## src/rtl/fifo_ctrl_32x8.sv

```systemverilog
// Pointer/flag controller for a 32x8 RAM FIFO: owns wptr/rptr, drives RAM word selects and enables.
// Optional sticky overflow/underflow flags with err_clr are built when FIFO_CTRL_ERR_FLAGS_EN is defined.
module fifo_ctrl_32x8 #(
  parameter int DEPTH    = 32,
  parameter int AW       = 5,
  parameter int AF_LEVEL = 28,
  parameter int AE_LEVEL = 4
) (
  input  logic          clk,
  input  logic          rst_n,
  input  logic          push,
  input  logic          pop,
  output logic          ram_we,
  output logic [AW-1:0] ram_waddr,
  output logic          ram_re,
  output logic [AW-1:0] ram_raddr,
  output logic          rd_valid,
  output logic          full,
  output logic          empty,
  output logic          almost_full,
  output logic          almost_empty,
  output logic [AW:0]   count,
  output logic [1:0]    state_dbg
`ifdef FIFO_CTRL_ERR_FLAGS_EN
  ,
  input  logic          err_clr,
  output logic          overflow,
  output logic          underflow
`endif
);

  // Handshake: a push is taken (ram_we) in any cycle where push=1 and full=0; a pop is taken
  // (ram_re) when pop=1 and empty=0. Read data is qualified by rd_valid exactly one cycle later.

  typedef enum logic [1:0] {
    ST_EMPTY  = 2'd0,
    ST_ACTIVE = 2'd1,
    ST_FULL   = 2'd2
  } state_e;

  localparam logic [AW:0] AF_L   = AF_LEVEL[AW:0];
  localparam logic [AW:0] AE_L   = AE_LEVEL[AW:0];
  localparam logic [AW:0] LAST_L = (AW+1)'(DEPTH - 1);
  localparam logic [AW:0] ONE_L  = (AW+1)'(1);

  logic [AW:0] wptr_q, wptr_d;
  logic [AW:0] rptr_q, rptr_d;
  logic [AW:0] count_q, count_d;
  logic        full_q, full_d;
  logic        empty_q, empty_d;
  logic        af_q, af_d;
  logic        ae_q, ae_d;
  logic        rd_valid_q, rd_valid_d;
  state_e      state_q, state_d;
  logic        wr_ok, rd_ok;

  assign wr_ok = push & ~full_q;
  assign rd_ok = pop & ~empty_q;

  // Flags are registered from the next-cycle pointers so they line up with the pointer update.
  always_comb begin
    wptr_d     = wptr_q + {{AW{1'b0}}, wr_ok};
    rptr_d     = rptr_q + {{AW{1'b0}}, rd_ok};
    count_d    = wptr_d - rptr_d;
    empty_d    = (wptr_d == rptr_d);
    full_d     = (wptr_d[AW-1:0] == rptr_d[AW-1:0]) && (wptr_d[AW] != rptr_d[AW]);
    af_d       = (count_d >= AF_L);
    ae_d       = (count_d <= AE_L);
    rd_valid_d = rd_ok;
  end

  always_comb begin
    state_d = state_q;
    case (state_q)
      ST_EMPTY:  if (wr_ok) state_d = ST_ACTIVE;
      ST_ACTIVE: begin
        if (wr_ok && !rd_ok && count_q == LAST_L)     state_d = ST_FULL;
        else if (rd_ok && !wr_ok && count_q == ONE_L) state_d = ST_EMPTY;
      end
      ST_FULL:   if (rd_ok) state_d = ST_ACTIVE;
      default:   state_d = ST_EMPTY;
    endcase
  end

  always_ff @(posedge clk or negedge rst_n) begin
    if (!rst_n) begin
      wptr_q     <= '0;
      rptr_q     <= '0;
      count_q    <= '0;
      full_q     <= 1'b0;
      empty_q    <= 1'b1;
      af_q       <= 1'b0;
      ae_q       <= 1'b1;
      rd_valid_q <= 1'b0;
      state_q    <= ST_EMPTY;
    end else begin
      wptr_q     <= wptr_d;
      rptr_q     <= rptr_d;
      count_q    <= count_d;
      full_q     <= full_d;
      empty_q    <= empty_d;
      af_q       <= af_d;
      ae_q       <= ae_d;
      rd_valid_q <= rd_valid_d;
      state_q    <= state_d;
    end
  end

  assign ram_we       = wr_ok;
  assign ram_re       = rd_ok;
  assign ram_waddr    = wptr_q[AW-1:0];
  assign ram_raddr    = rptr_q[AW-1:0];
  assign rd_valid     = rd_valid_q;
  assign full         = full_q;
  assign empty        = empty_q;
  assign almost_full  = af_q;
  assign almost_empty = ae_q;
  assign count        = count_q;
  assign state_dbg    = state_q;

`ifdef FIFO_CTRL_ERR_FLAGS_EN
  logic ovf_q, ovf_d;
  logic unf_q, unf_d;

  // A new illegal request in the same cycle as err_clr keeps the flag set.
  always_comb begin
    ovf_d = ovf_q;
    unf_d = unf_q;
    if (err_clr) begin
      ovf_d = 1'b0;
      unf_d = 1'b0;
    end
    if (push && full_q) ovf_d = 1'b1;
    if (pop && empty_q) unf_d = 1'b1;
  end

  always_ff @(posedge clk or negedge rst_n) begin
    if (!rst_n) begin
      ovf_q <= 1'b0;
      unf_q <= 1'b0;
    end else begin
      ovf_q <= ovf_d;
      unf_q <= unf_d;
    end
  end

  assign overflow  = ovf_q;
  assign underflow = unf_q;
`endif

endmodule

```

## config.mk

```make
export PLATFORM = sky130hd
export DESIGN_NAME = fifo_ctrl_32x8
export DESIGN_NICKNAME = d
export VERILOG_FILES = /design/src/rtl/fifo_ctrl_32x8.sv
export SDC_FILE = /design/constraint.sdc
export NUM_CORES = 1
export LEC_CHECK = 0
export CAP_MARGIN = 30
export CORE_UTILIZATION = 35
export CTS_CLUSTER_DIAMETER = 60
export DETAILED_ROUTE_END_ITERATION = 7
export GPL_ROUTABILITY_DRIVEN = 0
export SKIP_LAST_GASP = 1
export SYNTH_ARGS = -nofsm -noshare
export SYNTH_HDL_FRONTEND = slang
export SYNTH_SLANG_ARGS = --single-unit
```

## constraint.sdc

```tcl
create_clock -name clk -period 4.4 [get_ports clk]
set_input_delay 0.88 -clock clk [delete_from_list [all_inputs] [get_ports clk]]
set_output_delay 0.88 -clock clk [all_outputs]
set_load 0.03 [all_outputs]
```

Word level (Yosys, flattened, before mapping)
Cells that the tools add are included.
W data, S select, Z words.

word-level totals
  latch bits = 0
  memories = 0
  bits in read-only memories = 0
  output and inout port bits = 25
  RAM bits = 0
  bits in registers = 25
  word-level logic and storage cells = 42
  input port bits = 4

operators by class
  bitwise logic cells = 4
  shifts and indexed selects = 0
  divide/modulo/power cells = 0
  mux-type cells = 5
  add/sub/neg operators = 3
  multiply operators = 0
  equality and inequality tests = 10
  order comparisons = 2
  reduce and logical (&&, ||, !) cells = 9

operator list
  operator              count
  $add A6 B1 Y6         2
  $mux W2               4
  $eq A6 B1 Y1 const B  1
  $eq A6 B5 Y1 const B  1
  $eq A6 B6 Y1          1
  $ge A6 B5 Y1 const B  1
  $le A6 B3 Y1 const B  1
  $pmux W2 S3           1
  $sub A6 B6 Y6         1
  $eq A5 B5 Y1          1
  $logic_and A1 B1 Y1   5
  $ne A2 B2 Y1 const B  2
  $ne A3 B3 Y1 const B  1
  $reduce_and A3 Y1     1
  $and A1 B1 Y1         2
  $eq A2 B1 Y1 const B  1
  $eq A2 B2 Y1 const B  1
  $logic_not A1 Y1      2
  $logic_not A2 Y1      1
  $not A1 Y1            2
  $ne A1 B1 Y1          1

Depth between registers and ports, before layout
  depth after elaboration = 8
  mapped depth = 12
  depth with buffers taken out = 12

Worst setup path before layout
No wires, ideal clock.

  path kind = input port to flip-flop
  from = input port pop
  to = register ae_q (netlist: almost_empty)
  library setup time = 0.089 ns
  arrival time = 3.267 ns
  setup slack = 1.043 ns
  buffers on the path = 0
  cell stages on the path = 10
  data required time = 4.311 ns
  cell sequence = nor2b_1 -> ha_1 -> ha_1 -> inv_1 -> ha_1 -> a21oi_1 -> o21ai_2 -> a311oi_2 -> xnor2_2 -> nor4b_2

on the way
  word-level cells in the longest chain between the ends = 4

ends and longest elaborated chain
  what                  line  RTL
  start, declared       12    input logic pop,
  $and A1 B1 Y1         58    assign rd_ok = pop & ~empty_q;
  $add A6 B1 Y6         63    rptr_d = rptr_q + {{AW{1'b0}}, rd_ok};
  net rptr_d[1]         47    logic [AW:0] rptr_q, rptr_d;
  $sub A6 B6 Y6         64    count_d = wptr_d - rptr_d;
  net count_d[5]        48    logic [AW:0] count_q, count_d;
  $le A6 B3 Y1          68    ae_d = (count_d <= AE_L);
  net ae_d              52    logic ae_q, ae_d;
  end signal, assigned  93    ae_q <= 1'b1;
  end signal, assigned  103   ae_q <= ae_d;
  end, declared         52

The timed path passes the listed nets, and every way through them passes these cells.
A chain may end at the register's enable or synchronous reset.

Final worst setup path
Ends and elaborated chain as after synthesis.

==> results.tsv <==
stage	metric	value	unit
run_status	status	completed	
routing	final_antenna_net_count	0	
cts	cts.sinks	25	
grt	grt_max_degree	16	
cts	tritoncts	yes	
cts	cts_made_buffers	3	
logic_synthesis	yosysMostFrequentCell	dfrtp_1	
layout	design_area	0.00165	mm2
die	rows	21	
die	start_util	38.1	%
routing	routed_wl	2430	um
logic_synthesis	synth_nets	122	
timing	worstMarginPinSlew	624	ps
timing	drv_slew	0	
critical_path	ff2ff_setup_slack	1650	ps
timing	timing.fmax	290	MHz
grt	grt_pass1_vias	858	
routing	vias	862	
timing	setup_viol	0	
logic_synthesis	synth_compound_area_share	6.35	%
logic_synthesis	synth-edff-count	0	
layout	syn2layout_area_growth	24.7	%
cts	ctsResizeCount	0	
critical_path	critPathRequiredTime	4580	ps
critical_path	endpoint	almost_empty$_DFF_PN1_	
logic_synthesis	ys_top_cells_by_area	dfrtp_1, buf_4, ha_1	
logic_synthesis	ys_seq_area_share	47.6	%
grt	globalRoute.totalOverflow	0	
timing	slew_headroom	58.3	%
timing	rsz0062_at_grt	no	
timing	period_share	78.4	%
critical_path	end_kind	flop	
cts	htreeDepth	1	
logic_synthesis	synthMuxAreaShare	0.853	%
die	io_pins	29	
placed_design	port_buffers	28	
critical_path	cpMostUsedCell	ha_1	
logic_synthesis	yosysWarnings	0	
critical_path	crit_slowest_cell	clkdlybuf4s50_1	
worst_hold_path	hp-class	reg -> reg	
worst_hold_path	holdCritStartpoint	state_dbg[1]$_DFFE_PN0P_	
logic_synthesis	synth_area	0.00132	mm2
die	die_y	63.4	um
logic_synthesis	yosysTopAreaCell	dfrtp_1	
critical_path	path_class	in -> reg	
logic_synthesis	yosys.area_share.xor_xnor	13.8	%
placed_design	hpwl	1990	um
critical_path	reg2reg_from	empty$_DFF_PN1_	
grt	grt_pass1_wl	4230	um
placed_design	place_area	0.00160	mm2
timing	finalHoldViolCount	0	
logic_synthesis	synthSimpleGateAreaFrac	15.6	%
critical_path	max_stage_delay	450	ps
logic_synthesis	yosysUniqueCellTypes	33	
layout	antenna_cells	0	
critical_path	start_kind	input port	
routing	vias_per_cell	4.79	
critical_path	crit_arrival	3630	ps
critical_path	crit_chain	clkdlybuf4s50_1 -> nor2b_1 -> ha_1 -> ha_1 -> inv_1 -> ha_1 -> a21oi_1 -> o21ai_2 -> a311oi_2 -> xnor2_2 -> nor4b_2	
grt	antenna_found_initial	0	
layout	n_fill_cell	339	
logic_synthesis	synth-main-ff-cell	dfrtp_1	
cts	cts.clk_slew.worst_paths	90	ps
cts	holdBufCountCts	0	
routing	route.detailed.drc	0	
run	maxCapViolCount	0	
cts	cts-root-buf	clkbuf_8	
critical_path	startpoint	pop	
routing	wire_per_inst	13.5	um
logic_synthesis	synth_top_area_share	43.6	%
die	die_x	63.4	um
logic_synthesis	avgSynthCellArea	11.9	um2
routing	first_iter_violations	39	
logic_synthesis	synth_top_family_by_area	simple AND/OR/NAND/NOR gates	
critical_path	reg2reg_depth	10	
cts	clockBufferDepth	2	
critical_path	path_max_fanout	7	
die	dieArea	0.00402	mm2
timing	finalWorstPathRequiredPeriod	3450	ps
logic_synthesis	synthArstFlopShare	100	%
logic_synthesis	syn-instance-count	111	
layout	drive_gt1_share	17.9	%
timing	fin_setup_tns	0	ps
critical_path	reg2reg_to	almost_empty$_DFF_PN1_	
routing	dr.pass1.iters	4	
grt	grt_use_total	13.8	%
cts	insertion_delay	270	ps
layout	nets	146	
logic_synthesis	yosys-top-cells-count	dfrtp_1, buf_4, inv_1	
logic_synthesis	synthAdderAreaFrac	7.20	%
die	core_area	0.00347	mm2
logic_synthesis	ys_ff_latch	25	
timing	clock_skew	3.40	ps
cts	postCtsSetupRepairBufs	0	
## critical path, delay by kind of cell
family          cells  cell delay, ps
simple gates        2             700
buf+inv             2             560
fa+ha+maj           3             820
compound gates      3             560
xor+xnor            1             130
## final cells by class
class / instances / area [um2] / area share [%]
Timing Repair Buffer: 29 / 295 / 17.9
Sequential cell: 25 / 628 / 38.1
Inverter: 10 / 37.5 / 2.28
Clock inverter: 1 / 7.51 / 0.456
Multi-Input combinational cell: 66 / 579 / 35.2
Clock buffer: 3 / 41.3 / 2.51
Tap cell: 46 / 57.6 / 3.50
## worst min-delay path by stage
| stage | cells past startpoint | slack, ps | to |
|---|---|---|---|
| after floorplan | 1 | 500 | rptr_q[0]$_DFF_PN0_ |
| after global placement | 1 | 510 | state_dbg[0]$_DFFE_PN0P_ |
| after detailed placement | 1 | 500 | state_dbg[0]$_DFFE_PN0P_ |
| after CTS | 1 | 520 | state_dbg[0]$_DFFE_PN0P_ |
| after global routing | 1 | 550 | state_dbg[0]$_DFFE_PN0P_ |
| final | 1 | 520 | state_dbg[0]$_DFFE_PN0P_ |
## per-layer routing
layer | vias to the layer above | global-route usage, % | routed length, um
met4 | 0 | 6.25 | 54
met3 | 6 | 2.17 | 103
met2 | 26 | 21.9 | 1160
met5 | - | 0 | 0
met1 | 418 | 18.2 | 1110
li1 | 412 | - | -
## per-stage QoR
step,cells,setup WS [ps],hold slack [ps],utilization [%]
4_1_cts,180,928,517,47.5
3_3_place_gp,175,782,506,45.6
3_5_place_dp,176,639,505,46.1
5_1_grt,180,750,553,47.5
2_1_floorplan,111,1040,505,-
6_report,180,949,516,47.5
## cell families after synthesis
group                    after synthesis
AO/OA/AOI/OAI                         12
XOR/XNOR                              14
adder cells (fa/ha/maj)                7
buffers and inverters                 20
flip-flops                            25
multiplexers                           1
AND/OR/NAND/NOR                       32
## registers in the layout, indices dropped and copies added (netlist names)
name          count
count             6
empty             1
rptr_q            6
wptr_q            6
almost_full       1
rd_valid          1
full              1
almost_empty      1
state_dbg         2
## cells in the final DEF (no fill, tap or decap), types with 2 or more instances in the layout
cell type        Yosys  final
and3_1               2      2
o21ai_0              2      2
a21oi_1              4      4
clkdlybuf4s50_1      0     28
nand3_1              6      6
nor2_1               5      5
nand3_2              4      4
xor2_1               5      5
inv_1               10     10
nor2b_1              3      3
nor4_1               2      2
clkbuf_8             0      3
nand2_1              4      4
dfrtp_1             23     23
xnor2_2              2      2
ha_1                 6      6
xnor2_1              4      4
xnor2_4              2      2
dfstp_2              2      2
Power is left out: the tool's default activity adds up to more than one toggle a clock period on the data nets, which glitch-free logic cannot reach.
